==> src/rtl/serial_paralelo.sv <==
// Receive-side deserializer: finds byte alignment from the idle comma on a
// 1-bit MSB-first line and recovers data bytes held for a full byte period.
module serial_paralelo #(
    parameter logic [7:0]  COM_CHAR       = 8'hBC,
    parameter int unsigned COM_LOCK_COUNT = 4
) (
    input  logic       clk_32f,
    input  logic       reset,
    input  logic       in_serial,
    output logic [7:0] out_parallel,
    output logic       valid_out,
    output logic       strobe_out,
    output logic       active
);

    typedef enum logic [1:0] {
        SEARCH,
        VERIFY,
        LOCKED
    } state_t;

    state_t     state;
    logic [6:0] shift_reg;
    logic [2:0] bit_cnt;
    logic [3:0] com_cnt;
    logic [7:0] window;
    logic       is_com;
    logic       boundary;

    // Only seven bits of history are kept; the eighth is the live input bit,
    // so window is the byte completed by the bit sampled on this edge.
    assign window   = {shift_reg, in_serial};
    assign is_com   = (window == COM_CHAR);
    assign boundary = (bit_cnt == 3'd7);

    // NOTE: every register here uses non-blocking assignment so that all
    // reads in this block see pre-edge values, matching the flop behaviour.
    always_ff @(posedge clk_32f) begin
        if (reset) begin
            state        <= SEARCH;
            shift_reg    <= '0;
            bit_cnt      <= '0;
            com_cnt      <= '0;
            out_parallel <= '0;
            valid_out    <= 1'b0;
            strobe_out   <= 1'b0;
            active       <= 1'b0;
        end else begin
            shift_reg  <= window[6:0];
            bit_cnt    <= bit_cnt + 3'd1;
            strobe_out <= 1'b0;

            case (state)
                SEARCH: begin
                    // Any comma match, aligned or not, starts a candidate phase.
                    if (is_com) begin
                        state   <= VERIFY;
                        bit_cnt <= '0;
                        com_cnt <= 4'd1;
                    end
                end

                VERIFY: begin
                    if (boundary) begin
                        if (is_com) begin
                            com_cnt <= com_cnt + 4'd1;
                            if (com_cnt + 4'd1 == 4'(COM_LOCK_COUNT)) begin
                                state  <= LOCKED;
                                active <= 1'b1;
                            end
                        end else begin
                            state   <= SEARCH;
                            com_cnt <= '0;
                        end
                    end
                end

                LOCKED: begin
                    // A comma inside the data stream is idle; the last byte stays visible.
                    if (boundary) begin
                        if (is_com) begin
                            valid_out <= 1'b0;
                        end else begin
                            out_parallel <= window;
                            valid_out    <= 1'b1;
                            strobe_out   <= 1'b1;
                        end
                    end
                end

                default: begin
                    state   <= SEARCH;
                    com_cnt <= '0;
                end
            endcase
        end
    end

endmodule

==> config.mk <==
export PLATFORM = sky130hd
export DESIGN_NAME = serial_paralelo
export DESIGN_NICKNAME = d
export VERILOG_FILES = /design/src/rtl/serial_paralelo.sv
export SDC_FILE = /design/constraint.sdc
export NUM_CORES = 1
export LEC_CHECK = 0
export ABC_CLOCK_PERIOD_IN_PS = 1640
export BUFFER_PORTS_ARGS = -buffer_cell sky130_fd_sc_hd__buf_4
export CAP_MARGIN = 10
export CORE_ASPECT_RATIO = 0.8
export CORE_UTILIZATION = 23
export DETAILED_ROUTE_END_ITERATION = 8
export PLACE_DENSITY = 0.41
export REMOVE_ABC_BUFFERS = 1
export SETUP_SLACK_MARGIN = 0.4
export SYNTH_ARGS = -nofsm -noshare
export SYNTH_HDL_FRONTEND = slang
export SYNTH_SLANG_ARGS = --single-unit
==> constraint.sdc <==
create_clock -name clk_32f -period 1.64 [get_ports clk_32f]
set_clock_uncertainty 0.15 [all_clocks]
set_input_delay 0.328 -clock clk_32f [delete_from_list [all_inputs] [get_ports clk_32f]]
set_output_delay 0.328 -clock clk_32f [all_outputs]
set_load 0.01 [all_outputs]
# Yosys cells after proc, flatten, opt, wreduce, memory -nomap -nowiden
# Cells that the tools add are included.
# op_classes
eq_ne,8
bitwise,3
n_reduce_logical,7
n_addsub,2
mux,12
# ops
cell,n
2-to-1 mux 4 bit,3
one-hot mux 4 bit (3 select lines),1
"== test 8 bit, second input constant",1
2-to-1 mux 2 bit,4
AND reduction 4 bit,2
2-to-1 mux 3 bit,2
one-hot mux 2 bit (3 select lines),1
AND reduction 3 bit,2
"adder 4 x 1 -> 4 bit, second input constant",1
"== test 4 x 3 -> 1 bit, second input constant",1
"inequality test 2 bit, second input constant",2
"adder 3 x 1 -> 3 bit, second input constant",1
"== test 3 bit, second input constant",1
"inequality test 3 bit, second input constant",1
inverter 1 bit,3
OR reduction 3 bit,1
"== test 2 x 1 -> 1 bit, second input constant",1
"== test 2 bit, second input constant",1
zero test 2 bit,1
AND reduction 2 bit,1
2-to-1 mux 1 bit,1
# word_totals
wordCells,40
input_bits,3
regBits,27

# Depth between registers and ports, before layout
# Gate-level depths: netlist of the first run.
# logic_depth
depth_word,6
ltp_mapped,7
depth_no_buf,6

# Worst setup path before layout of the first run
# Ideal clock, no wire load.
# synth_timing
kind,reg2reg
start,reg bit_cnt[0]
end,reg out_parallel[0]
setup_slack_ps,-85
stages_incl_launch_ff,8
synth_period_minus_slack_ps,1725
n_path_buf,1
setup_time_ps,128
t_arrival_ps,1447
cell_sequence,dfxtp_1 ha_1 ha_1 buf_2 nand3b_1 a21oi_4 mux2i_1 nor2_1
# synth_via
elab_chain_cells,2
# synth_lines
element,line,text
"start, declared",24,logic [2:0] bit_cnt;
"start signal, assigned",50,bit_cnt <= bit_cnt + 3'd1;
== test 3 bit,34,assign boundary = (bit_cnt == 3'd7);
AND reduction 3 bit (no source line),n/a,
"end signal, assigned",84,out_parallel <= window;
"end, declared",10,"output logic [7:0] out_parallel,"
# No other way between the ends.
# A chain may end at the register's enable or synchronous reset.

# Final worst setup path of the first run
# layout_timing
start,reg bit_cnt[0]
end,reg com_cnt[0]
# layout_via
elab_chain_cells,3
# layout_lines
element,line,text
== test 3 bit,34,
inequality test 2 bit (no source line),n/a,
AND reduction 3 bit (no source line),n/a,
"end signal, assigned",66,com_cnt <= com_cnt + 4'd1;
"end, declared",25,logic [3:0] com_cnt;
# No other way between the ends.

==> flow_summary_export.csv, run 1 <==
group,metric,value,unit
finish,layout.cells.non_filler,201,
sta,setup_violations,0,
detailed_routing,first_pass_iters,4,
worst_setup_path,end_kind,"flop",
grt,grt_max_degree,18,
synthesis,synth_top_cell_area_share,47.47,%
synthesis,yosys_warnings,0,
worst_setup_path,critPathMaxFanout,6,
place,numPortBuffers,13,
flow_run,max_cap_viol_count,0,
clock_tree,clk_path_buf_depth,2,
finish,fill_cells,501,
clock_tree,clk_pin_slew_worst_paths,100,ps
detailed_routing,routed_wl,2418,µm
worst_setup_path,arrival,1690,ps
clock_tree,clock_latency,280,ps
worst_setup_path,crit_type,"reg2reg",
clock_tree,cts_root_buf,"clkbuf_8",
place,dpl.cell_count,191,
detailed_routing,wire_per_inst,12.03,µm
clock_tree,cts_tree,"done",
sta,tightestPinTransition,436.2,ps
synthesis,async_flop_share,0,%
sta,max_clock_freq,0.6131,GHz
floorplan,die_w,80.67,µm
finish,area_delta_synth_final,42.20,%
clock_tree,numClockSinks,27,
worst_setup_path,r2r-start,"bit_cnt[0]",
grt,use_met3,3.662,%
synthesis,synthTopCellsByArea,"dfxtp_1, mux2i_1, nor2b_1",
finish,largest_reg_flops,8,
clock_tree,cts_buffers,3,
finish,antenna_cells,0,
synthesis,yosysMostFrequentCell,"dfxtp_1",
worst_setup_path,critPathRequiredTime,1700,ps
grt,top_usage_layer,"met2",
grt,antenna_found_initial,0,
floorplan,core_area,0.004679,mm²
grt,globalRouteMet2Util,16.74,%
sta,relSlewSlack,70.79,%
synthesis,synth_area,0.001139,mm²
sta,rsz0062_at_grt,"true",
synthesis,ys_top_cells_by_count,"dfxtp_1, nor2_1, nor2b_1",
hold_path,hp-class,"in2reg",
detailed_routing,dr.first_iter.drc_count,25,
floorplan,io_pins,14,
synthesis,netlist_instances,116,
floorplan,start_util,24.33,%
sta,hold_slack,133.4,ps
place,gp_congestion,0.6817,
clock_tree,htreeDepth,1,
detailed_routing,via_per_inst,4.478,
synthesis,synth_edf_count,0,
sta,finalHoldViolCount,0,
grt,grt_pass1_wl,4209,µm
synthesis,syn_avg_cell_area,9.815,µm²
grt,grt_pass1_vias,931,
worst_setup_path,startpoint_type,"flop",
worst_setup_path,ff2ff_setup_slack,9,ps
finish,finalNetCount,149,
hold_path,whs_path_depth,2,
finish,drive_above_1_share,47.52,%
synthesis,synth_top_cell_by_area,"dfxtp_1",
grt,gr-total-overflow,0,
worst_setup_path,rr_worst_depth,7,
grt,track_usage,10.50,%
floorplan,die_area,0.005238,mm²
grt,gr-usage-met1,13.17,%
pwr,p_leak,0.0005880,µW
sta,period_minus_slack,1631,ps
place,hpwl,1591,µm
sta,slew_viol_final,0,
pwr,p_per_area,690.1,mW/mm²
floorplan,die_h,64.93,µm
synthesis,yosysUniqueCellTypes,37,
worst_setup_path,cp-endpoint,"com_cnt[0]",
detailed_routing,post-route-drc-count,0,
floorplan,placementRows,22,
sta,setup-tns-final,0,ps
detailed_routing,vias,900,
synthesis,synth_top_flop_cell,"dfxtp_1",
status,status,"finished clean",
worst_setup_path,crit_start,"bit_cnt[0]",
pwr,vdd_ir_drop_max,0.3819,mV
sta,fin_crit_sh,99.45,%
synthesis,synth-seq-cells,27,
detailed_routing,ant_nets,0,
worst_setup_path,r2r-end,"com_cnt[0]",
synthesis,yosysSeqAreaShare,47.47,%
[worst min path at each step]
stage,startpoint,to,slack (ps)
global route,in_serial,shift_reg[0],140
global placement,bit_cnt[0],bit_cnt[0],260
floorplan,bit_cnt[0],bit_cnt[0],250
CTS,in_serial,shift_reg[0],120
detailed placement,bit_cnt[0],bit_cnt[0],260
finish,in_serial,shift_reg[0],130
[area by class of cell]
class	count	area, µm²	area share, %
flip-flops and latches	27	561.8	34.70
clock inverters	1	8.758	0.5410
multi-input cells	79	641.9	39.64
clock buffers	3	41.29	2.550
inverters	3	11.26	0.6955
repair buffers	28	279.0	17.23
well taps	60	75.07	4.637
[metrics by stage]
step / area (µm²) / power [µW] / utilization (%) / worst slack (ps)
2_1_floorplan: 1094 / 698.2 / - / -83.16
3_3_place_gp: 1346 / 716.4 / 28.77 / -94.86
3_5_place_dp: 1346 / 717.3 / 28.77 / -98.79
4_1_cts: 1564 / 1148 / 33.42 / 32.53
5_1_grt: 1619 / 1180 / 34.60 / -86.94
6_report: 1619 / 1117 / 34.60 / 8.968
[power breakdown]
group	switching (µW)	total, µW	internal (µW)
combinational	20.1	40.7	20.5
clock	225	404	179
sequential	7.39	673	665
[kinds of logic (layout without fill, tap and decap cells)]
group | Yosys count | count (layout) | share of synthesized area [%]
multiplexers | 9 | 9 | 8.022
flip-flops | 27 | 27 | 47.47
adder cells (fa/ha/maj) | 4 | 4 | 4.396
AND/OR/NAND/NOR | 45 | 45 | 21.65
AO/OA/AOI/OAI | 21 | 21 | 13.52
buffers and inverters | 10 | 35 | 4.945
[layer usage]
| metal | share of wire (%) | wire length [µm] | vias up |
|---|---|---|---|
| met3 | 3.1 | 74 | 2 |
| met1 | 46 | 1123 | 434 |
| li1 | - | - | 456 |
| met5 | 0 | 0 | - |
| met4 | 0.58 | 14 | 0 |
| met2 | 50 | 1206 | 8 |
[placed cells by master (no fill, tap or decap), types with 2 or more instances in the layout]
master,count
a21oi_1,4
and2_1,3
buf_4,12
buf_6,15
clkbuf_8,3
dfxtp_1,10
dfxtp_2,17
ha_4,3
inv_1,3
mux2i_1,7
nand2_1,2
nand3_1,3
nand3b_1,3
nor2_1,13
nor2b_1,9
o21ai_0,2
o21ai_1,2
or3_1,2
[worst max-delay path, stage by stage, from the launching register on]
cell and delay [ps]:
dfxtp_2 350, ha_4 160, ha_4 170, buf_4 130, buf_4 130, buf_6 110
mux2_4 250, o21ai_1 120
[repair_timing]
| action | 4_1_cts | 5_1_grt |
|---|---|---|
| setup buffers | 4 | 2 |
| pin swaps | 9 | 3 |
| resized for setup | 39 | 15 |
| hold buffers | 0 | 0 |
| setup endpoints to repair | 29 | 30 |
| endpoints found under the hold margin | 0 | 0 |
Power figures use the tool's default switching activity.
==> inputs of run 2 (changes only) <==
- CORE_UTILIZATION: 23 -> 50
- PLACE_DENSITY: 0.41 -> 0.74
- SLEW_MARGIN: unset -> 25
==> flow_summary_export.csv, run 2 (synthesis gave the netlist of run 1 again) <==
group,metric,value,unit
worst_setup_path,cp.depth,5,
detailed_routing,ant_nets,0,
sta,rsz0062_at_grt,"true",
finish,largest_reg_flops,8,
floorplan,die_w,55.35,µm
status,status,"finished, violations left",
worst_setup_path,r2r-end,"com_cnt[1]",
floorplan,io_pins,14,
worst_setup_path,critPathRequiredTime,1700,ps
detailed_routing,first_pass_iters,4,
pwr,p_int,781.5,µW
sta,max_clock_freq,0.5896,GHz
sta,finalHoldViolCount,0,
grt,antenna_found_initial,0,
worst_setup_path,end_kind,"flop",
worst_setup_path,crit_family,"compound AO/OA/AOI/OAI gates",
clock_tree,htreeDepth,1,
finish,regArea,561.8,µm²
detailed_routing,routed_wl,2632,µm
pwr,swShare,22.21,%
clock_tree,clk_pin_slew_worst_paths,140,ps
worst_setup_path,cp_common_cell,"ha_4",
floorplan,die_area,0.002473,mm²
finish,multi_input_area,654.4,µm²
sta,setup_violations,4,
grt,track_usage,20.95,%
finish,fill_cells,139,
detailed_routing,vias,951,
detailed_routing,post-route-drc-count,0,
worst_setup_path,rr_worst_depth,5,
worst_setup_path,crit_type,"reg2reg",
floorplan,core_area,0.002158,mm²
place,numPortBuffers,13,
flow_run,max_cap_viol_count,0,
worst_setup_path,critPathMaxFanout,6,
clock_tree,clock_latency,320,ps
grt,grt_pass1_vias,891,
worst_setup_path,cp_num_buf_inv,0,
detailed_routing,via_per_inst,5.627,
pwr,p_per_area,634.2,mW/mm²
finish,layout.cells.most_common_list,"dfxtp_2, buf_4, buf_6",
sta,relSlewSlack,75.20,%
finish,drive_above_1_share,52.08,%
sta,period_minus_slack,1696,ps
worst_setup_path,worstPathCellList,"ha_4 > ha_4 > a22o_1 > a222oi_1 > a21oi_1",
pwr,pwr-share-comb,4.5,%
grt,grt_pass1_wl,3939,µm
sta,fin_crit_sh,103.4,%
pwr,p_seq_share,67.2,%
finish,mostFrequentLayoutCell,"dfxtp_2",
worst_setup_path,crit_start,"bit_cnt[0]",
clock_tree,clk_path_buf_depth,2,
grt,grt_max_degree,18,
detailed_routing,dr.first_iter.drc_count,13,
pwr,clockPowerShare,28.3,%
finish,finalNetCount,152,
sta,setup-tns-final,-93.39,ps
clock_tree,hold_buffers,0,
grt,gr-total-overflow,0,
hold_path,hp-class,"in2reg",
status,violations,"setup timing",
finish,finish.utilization,73.39,%
clock_tree,cts_tree,"done",
clock_tree,cts_root_buf,"clkbuf_4",
floorplan,die_h,44.68,µm
pwr,p_leak,0.0005992,µW
worst_setup_path,cp_slowest_cell,"a222oi_1",
worst_setup_path,ff2ff_setup_slack,-60,ps
sta,setup_ws,-56.11,ps
place,hpwl,1483,µm
worst_setup_path,critPathMaxStageDelay,390,ps
detailed_routing,wire_per_inst,15.57,µm
worst_setup_path,startpoint_type,"flop",
pwr,switching_power,223.1,µW
floorplan,start_util,52.75,%
sta,tightestPinTransition,372.0,ps
clock_tree,numClockSinks,27,
sta,slew_viol_final,0,
floorplan,placementRows,15,
clock_tree,cts_buffers,3,
worst_setup_path,cp-endpoint,"com_cnt[1]",
place,gp_congestion,0.7790,
finish,area_delta_synth_final,39.12,%
pwr,vdd_ir_drop_max,0.8696,mV
finish,antenna_cells,0,
worst_setup_path,arrival,1760,ps
worst_setup_path,r2r-start,"bit_cnt[0]",
==> run 2: cell count changes in the layout (fill, tap and decap cells not counted), sizes merged <==
cell	delta
buf	+3
clkinv	+1
inv	-1
==> run 2: cell type report <==
cell class	count	share of cell area, %
Clock inverter	1	0.3160
Multi-Input combinational cell	79	41.31
Sequential cell	27	35.47
Clock buffer	3	1.422
Inverter	3	0.7109
Timing Repair Buffer	31	18.80
Tap cell	25	1.975
==> run 2: worst min-delay path by stage <==
stage               start  depth (start not counted)         end  slack (ps)
6_report            reset                          2      active         120
5_1_grt             reset                          2      active         110
4_1_cts             reset                          2      active         100
3_5_place_dp   bit_cnt[0]                          1  bit_cnt[0]         270
3_3_place_gp   bit_cnt[0]                          1  bit_cnt[0]         260
2_1_floorplan  bit_cnt[0]                          1  bit_cnt[0]         250
==> run 2: through the flow <==
stage	setup slack, ps	cell area [µm²]	instances	total power (µW)	hold slack (ps)
final	-56.11	1584	169	1005	117.6
after global routing	-125.2	1584	169	1046	107.8
after CTS	36.33	1499	166	1003	103.9
after detailed placement	-111.2	1318	158	720.5	265.6
after global placement	-38.93	1318	158	718.2	256.5
after floorplan	-83.16	1094	109	698.2	248.4
==> run 2: worst reg2reg max path: stages, from the launching register on <==
cell      delay [ps]
dfxtp_2          370
ha_4             160
ha_4             170
a22o_1           240
a222oi_1         390
a21oi_1          110
==> run 2: timing repair <==
item,CTS,global route
endpoints found under the setup margin,31,31
buffers inserted,4,3
resized for setup,41,18
pin swaps,9,6
==> run 2: routing by layer <==
metal | track usage (%) | part of all wire, % | vias up
li1 | - | - | 460
met1 | 26.18 | 48 | 466
met2 | 34.46 | 48 | 23
met3 | 7.602 | 3.2 | 2
met4 | 6.500 | 0.61 | 0
met5 | 0 | 0 | -
==> run 2: power groups by stage <==
| stage | sequential, µW | clock (µW) | combinational (µW) |
|---|---|---|---|
| final | 675 | 284 | 45.5 |
| after global routing | 676 | 322 | 48.7 |
| after CTS | 674 | 286 | 42.8 |
| after detailed placement | 685 | 0 | 35.7 |
| after global placement | 684 | 0 | 34.0 |
| after floorplan | 684 | 0 | 14.7 |
